### src/rtl/arm_dmem_mmio_if.sv
// Core data-port bus between the single-cycle ARM core and its data-side responder.
// The core drives address, strobe and store data; the responder returns load data in the same cycle.
interface arm_dmem_mmio_if;
    logic        MemWrite;
    logic [31:0] DataAdr;
    logic [31:0] WriteData;
    logic [31:0] ReadData;

    modport master (output MemWrite, output DataAdr, output WriteData, input ReadData);
    modport slave  (input MemWrite, input DataAdr, input WriteData, output ReadData);
endinterface

### src/rtl/arm_dmem_mmio.sv
// Data-side responder: word RAM plus an MMIO page with a cycle counter, an LED register
// and a byte TX FIFO drained by a valid/ready consumer. Loads are combinational.
module arm_dmem_mmio #(
    parameter int RAM_WORDS  = 64,
    parameter int FIFO_DEPTH = 4
) (
    input  logic               clk,
    input  logic               reset,
    arm_dmem_mmio_if.slave     bus,
    output logic [31:0]        leds,
    output logic [7:0]         tx_data,
    output logic               tx_valid,
    input  logic               tx_ready
);

    localparam int AW = $clog2(RAM_WORDS);
    localparam int PW = $clog2(FIFO_DEPTH);

    localparam logic [29:0] CYCLE_WORD  = 30'h3FFF_C000;
    localparam logic [29:0] LEDS_WORD   = 30'h3FFF_C001;
    localparam logic [29:0] TXDATA_WORD = 30'h3FFF_C002;
    localparam logic [29:0] STATUS_WORD = 30'h3FFF_C003;

    logic [29:0] word;
    logic        ram_hit, cycle_hit, leds_hit, tx_hit, status_hit;
    logic        unused_adr_lsbs;

    assign word            = bus.DataAdr[31:2];
    assign unused_adr_lsbs = &{1'b0, bus.DataAdr[1:0]};
    // RAM occupies only the bottom of the map; everything above its range must decode as a miss.
    assign ram_hit    = (bus.DataAdr[31:AW+2] == '0);
    assign cycle_hit  = (word == CYCLE_WORD);
    assign leds_hit   = (word == LEDS_WORD);
    assign tx_hit     = (word == TXDATA_WORD);
    assign status_hit = (word == STATUS_WORD);

    logic [31:0] ram [RAM_WORDS];

    // NOTE: storage arrays get no reset branch, so they map onto RAM primitives and keep contents across reset.
    always_ff @(posedge clk) begin
        if (bus.MemWrite && ram_hit) ram[bus.DataAdr[AW+1:2]] <= bus.WriteData;
    end

    logic [31:0] cycle_cnt;

    // NOTE: sequential state uses non-blocking assignments so every register samples pre-edge values.
    always_ff @(posedge clk or posedge reset) begin
        if (reset) begin
            cycle_cnt <= '0;
            leds      <= '0;
        end else begin
            if (bus.MemWrite && cycle_hit) cycle_cnt <= bus.WriteData;
            else                           cycle_cnt <= cycle_cnt + 32'd1;
            if (bus.MemWrite && leds_hit)  leds <= bus.WriteData;
        end
    end

    logic [7:0]    fifo_mem [FIFO_DEPTH];
    logic [PW-1:0] rd_ptr, wr_ptr;
    logic [3:0]    count;
    logic          overflow;
    logic          full, push, pop, push_ok;

    assign full     = (count == 4'(FIFO_DEPTH));
    assign tx_valid = (count != 4'd0);
    assign pop      = tx_valid & tx_ready;
    assign push     = bus.MemWrite & tx_hit;
    // A pop in the same cycle frees the slot, so a push into a full FIFO still lands.
    assign push_ok  = push & (~full | pop);
    assign tx_data  = tx_valid ? fifo_mem[rd_ptr] : 8'h00;

    always_ff @(posedge clk) begin
        if (push_ok) fifo_mem[wr_ptr] <= bus.WriteData[7:0];
    end

    always_ff @(posedge clk or posedge reset) begin
        if (reset) begin
            rd_ptr   <= '0;
            wr_ptr   <= '0;
            count    <= '0;
            overflow <= 1'b0;
        end else begin
            if (push_ok) wr_ptr <= wr_ptr + 1'b1;
            if (pop)     rd_ptr <= rd_ptr + 1'b1;
            case ({push_ok, pop})
                2'b10:   count <= count + 4'd1;
                2'b01:   count <= count - 4'd1;
                default: count <= count;
            endcase
            if (push && full && !pop)             overflow <= 1'b1;
            else if (bus.MemWrite && status_hit)  overflow <= 1'b0;
        end
    end

    logic [31:0] rdata;

    // NOTE: the read mux assigns a default first so no path through always_comb can infer a latch.
    always_comb begin
        rdata = '0;
        if (ram_hit)         rdata = ram[bus.DataAdr[AW+1:2]];
        else if (cycle_hit)  rdata = cycle_cnt;
        else if (leds_hit)   rdata = leds;
        else if (status_hit) rdata = {24'h0, count, 1'b0, overflow, ~tx_valid, full};
    end

    assign bus.ReadData = rdata;

endmodule
### src/flat_wrapper.sv
// flat-port wrapper written by rule: the top's interface ports become plain ports
module arm_dmem_mmio_flat 
#(
    parameter int RAM_WORDS  = 64,
    parameter int FIFO_DEPTH = 4
)
  (clk, reset, leds, tx_data, tx_valid, tx_ready, bus_MemWrite, bus_DataAdr, bus_WriteData, bus_ReadData);
  arm_dmem_mmio_if bus_i ();
  input  logic clk;
  input  logic reset;
  output logic [31:0] leds;
  output logic [7:0] tx_data;
  output logic tx_valid;
  input  logic tx_ready;
  input wire logic [$bits(bus_i.MemWrite)-1:0] bus_MemWrite;
  input wire logic [$bits(bus_i.DataAdr)-1:0] bus_DataAdr;
  input wire logic [$bits(bus_i.WriteData)-1:0] bus_WriteData;
  output wire logic [$bits(bus_i.ReadData)-1:0] bus_ReadData;
  assign bus_i.MemWrite = bus_MemWrite;
  assign bus_i.DataAdr = bus_DataAdr;
  assign bus_i.WriteData = bus_WriteData;
  assign bus_ReadData = bus_i.ReadData;
  arm_dmem_mmio #(.RAM_WORDS(RAM_WORDS), .FIFO_DEPTH(FIFO_DEPTH)) u_core (.clk(clk), .reset(reset), .bus(bus_i), .leds(leds), .tx_data(tx_data), .tx_valid(tx_valid), .tx_ready(tx_ready));
endmodule
### config.mk
export PLATFORM = sky130hd
export DESIGN_NAME = arm_dmem_mmio_flat
export DESIGN_NICKNAME = d
export VERILOG_FILES = /design/src/rtl/arm_dmem_mmio_if.sv /design/src/rtl/arm_dmem_mmio.sv /design/src/flat_wrapper.sv
export SDC_FILE = /design/constraint.sdc
export NUM_CORES = 2
export LEC_CHECK = 0
export ABC_AREA = 1
export CELL_PAD_IN_SITES_DETAIL_PLACEMENT = 1
export CELL_PAD_IN_SITES_GLOBAL_PLACEMENT = 2
export CORE_MARGIN = 1
export CORE_UTILIZATION = 37
export CTS_CLUSTER_DIAMETER = 40
export CTS_CLUSTER_SIZE = 20
export DETAILED_ROUTE_END_ITERATION = 16
export PLACE_DENSITY_LB_ADDON = 0.1
export SLEW_MARGIN = 15
export SYNTH_ARGS = -nofsm -noshare
export SYNTH_HDL_FRONTEND = slang
export SYNTH_SLANG_ARGS = --single-unit
### constraint.sdc
create_clock -name clk -period 2.2 [get_ports clk]
set_input_delay 0.44 -clock clk [delete_from_list [all_inputs] [get_ports clk]]
set_output_delay 0.44 -clock clk [all_outputs]
set_load 0.1 [all_outputs]
==> results.md <==
* Worst EP arrival at 2.72 ns
* H-tree depth at 5
* Routed length per instance at 26.4 um
* Post-Layout Cell Count at roughly 14000
* # DRC at 0
* Final Skew at 0.0261 ns
* Mapped Area at 91900 um2
* Clock slew at reported path FFs at roughly 0.05 ns
* Maximum VDD drop at 0.692 mV
* CTS tree: built
* DR pass1 iterations at 5
* Mux contribution to synthesized area at 0
* DR vias at between 70000 and 80000
* Placed cell count at about 13000
* Clock root cell: clkbuf_16
* LEAKAGE at 51.7 nW
* Hold crit path type: primary input to flip-flop
* Die area at around 250000 um2
* CP required at approximately 1.8 ns
* P per Cell Area at about 950 nW/um2
* DRT iter0 DRCs at 5828
* Synth Area in Simple Gates at 0.258
* FILL cells at 26119
* Initial antenna violation count at 21
* GR Util All Layers at 0.289
* Seq/Total Area, Yosys at 0.700
* Crit path max fanout at 1
* Worst-skew pair later-pin latency at 0.97 ns
* # IOs at 141
* Failing checks: negative setup slack
* Setup ws final at -0.960 ns
* Clock Tree Buf Depth at 4
* Synth cell types at 32
* Status: complete, but fails checks
* P&R area growth vs syn at 35.3%
* Worst-margin pin slew at 0.952 ns
* Achievable Freq at 316 MHz
* Final period util at 1.44
* RSZ-0062 raised after global routing: true
* Largest family of logic cells by synthesized area: simple AND/OR/NAND/NOR gates
* DIE WIDTH at 500 um
* Average size of a mapped cell at 10.0 um2
* Synth Area in XOR/XNOR at 0.00295
* Class of the most critical setup path: flip-flop to primary output
* Final setup violation count at 41
* Post-detail-place hpwl at 238 mm
* Share of cells above drive strength 1 at 0.234
* Largest net degree at the start of global routing at 70
* Setup crit start kind: flip-flop
* Placer Congestion at 0.920
* Total of max-cap violations at 0
* Clk sinks at 2153
* Vias/cell at 5.10
* Fin. max-slew vios at 0
* Post-Synth Adder-Cell Area at 0.00117
* NumNets Final at 10239
* Slew HR at 0.365
* Initial Util at 0.373
* IO Port Bufs at approximately 140
* Final Hold Viols at 0
* Syn nets at between 9000 and 10000
* Tmin final at 3.16 ns
* Core Region at 246000 um2
* DIE HEIGHT at ~500 um
* Worst hold slack at 0.0362 ns
* Vias in the first global route at approximately 73000
* Number of synthesized register bits at 2153
* Crit. End Element: primary output
* First-pass GRT wire length at 518 mm
* ANT nets after route at 0
* YS warnings at 0
* GRT overflow at 0
* Core Rows at 182
* CTS Buf Count at 395
* Compound-Gate Fraction of Synth Area at 0.00873
* DRT Wirelength at 364 mm
* Synthesized instance count at 9192
* Pre-CTS setup slack at -1.50 ns
-- metal layers --
| metal | vias to the layer above | GRT usage | wire, um |
|---|---|---|---|
| li1 | 31968 | - | - |
| met1 | 35976 | 0.398 | 162000 |
| met2 | 1929 | 0.474 | 172000 |
| met3 | 529 | 0.0390 | 19900 |
| met4 | 2 | 0.0851 | 10800 |
| met5 | - | 0 | 8 |
-- cells by family (layout without fill, tap and decap cells) --
family / after synthesis / in the layout
and+or+nand+nor: 6229 / 6229
DFF: 2153 / 2153
buffers and inverters: 611 / 1900
AOI/OAI and AO/OA: 160 / 160
xor gates and xnor gates: 31 / 31
adders and majority gates: 8 / 8
other: 0 / 7
-- area by class of cell --
type	count	area (um2)	share of cell area
diodes	7	17.5	0.000141
clock buffers	433	10100	0.0816
clock inverters	282	3290	0.0264
inverters	152	632	0.00508
multi-input cells	6428	28900	0.233
flip-flops and latches	2153	64300	0.517
well taps	3312	4140	0.0333
repair buffers	1033	12900	0.104
-- placed cells by master, fill, tap and decap left out, types with 45 or more instances in the layout --
cell type and n:
nand2_1 5235, edfxtp_1 2080, buf_4 535, clkbuf_16 407, buf_12 364, nand2_2 359
nor2_1 154, nand2_4 142, nor2_4 123, inv_1 105, dfrtp_1 69, nand4_1 65
clkinv_2 61, bufinv_16 56, o21ai_1 48, clkinvlp_4 45
-- final timing paths --
check	start	endpoint	slack, ns	depth (start not counted)
max	u_core.ram[28][17]$_DFFE_PP_	bus_ReadData[17]	-0.96	13
min	bus_WriteData[15]	u_core.ram[49][15]$_DFFE_PP_	0.04	1
max reg2reg	u_core.cycle_cnt[1]$_DFF_PP0_	u_core.cycle_cnt[22]$_DFF_PP0_	0.22	11
min reg2reg	u_core.count[3]$_DFFE_PP0P_	u_core.count[3]$_DFFE_PP0P_	0.50	2
max in group asynchronous	reset	u_core.leds[25]$_DFFE_PP0P_	1.24	4
min in group asynchronous	reset	u_core.count[0]$_DFFE_PP0P_	0.31	3
-- synthesized netlist by cell type, drive strengths merged --
library cell,count,share of area
edfxtp,2080,0.68
fa,1,0.00022
nor3,23,0.0013
nand2,5755,0.24
nand4,68,0.0048
buf,291,0.016
clkbuf,168,0.0069
clkinv,4,0.00016
inv,148,0.0060
ha,7,0.00095
a31oi,1,0.000068
or2,2,0.00014
dfrtp,73,0.020
a21oi,73,0.0040
o21ai,86,0.0047
xor2,28,0.0027
nand3,70,0.0039
nor2,308,0.013
nor3b,1,0.00020
nand3b,2,0.00016
xnor2,3,0.00029
-- through the flow --
stage	instance area (um2)	utilization	TNS (ns)	power, mW
final	124000	0.505	-31.25	118
after global routing	124000	0.505	-34.74	121
after CTS	123000	0.499	-34.79	118
after detailed placement	107000	0.435	-1722.71	55.7
after global placement	107000	0.435	-1699.22	55.5
after floorplan	92300	-	-1146.24	50.2
-- sequential cells by signal, indices dropped and copies added (netlist names) --
signal	cells
u_core.rd_ptr	2
u_core.fifo_mem	32
u_core.ram	2048
u_core.count	4
u_core.wr_ptr	2
u_core.overflow	1
u_core.leds	32
u_core.cycle_cnt	32
-- critical path, stage by stage (launching register included) --
cell,delay [ns]
edfxtp_1,0.36
nand2_1,0.06
nand2_1,0.07
nand2_1,0.09
nand2_1,0.07
nand2_2,0.08
nand2_2,0.13
nand2_2,0.10
nand2_2,0.07
nor2_4,0.21
nand3_4,0.17
nand2_2,0.11
inv_2,0.05
buf_12,0.16
-- power by group --
part           total (mW)  internal (mW)  switching (mW)
Sequential           45.1           45.1          0.0820
Clock                61.8           40.0            21.8
Combinational        10.6           3.46            7.16
Total                 118           88.5            29.0
-- what timing repair did --
item                       in CTS  in global routing
gates resized for setup       712                369
hold buffers                   24                  0
pin swaps                     268                301
gates cloned                    2                  9
setup endpoints to repair      92                207
setup buffers                  12                 23
hold endpoints to repair      297                  0
Power figures use the tool's default switching activity.
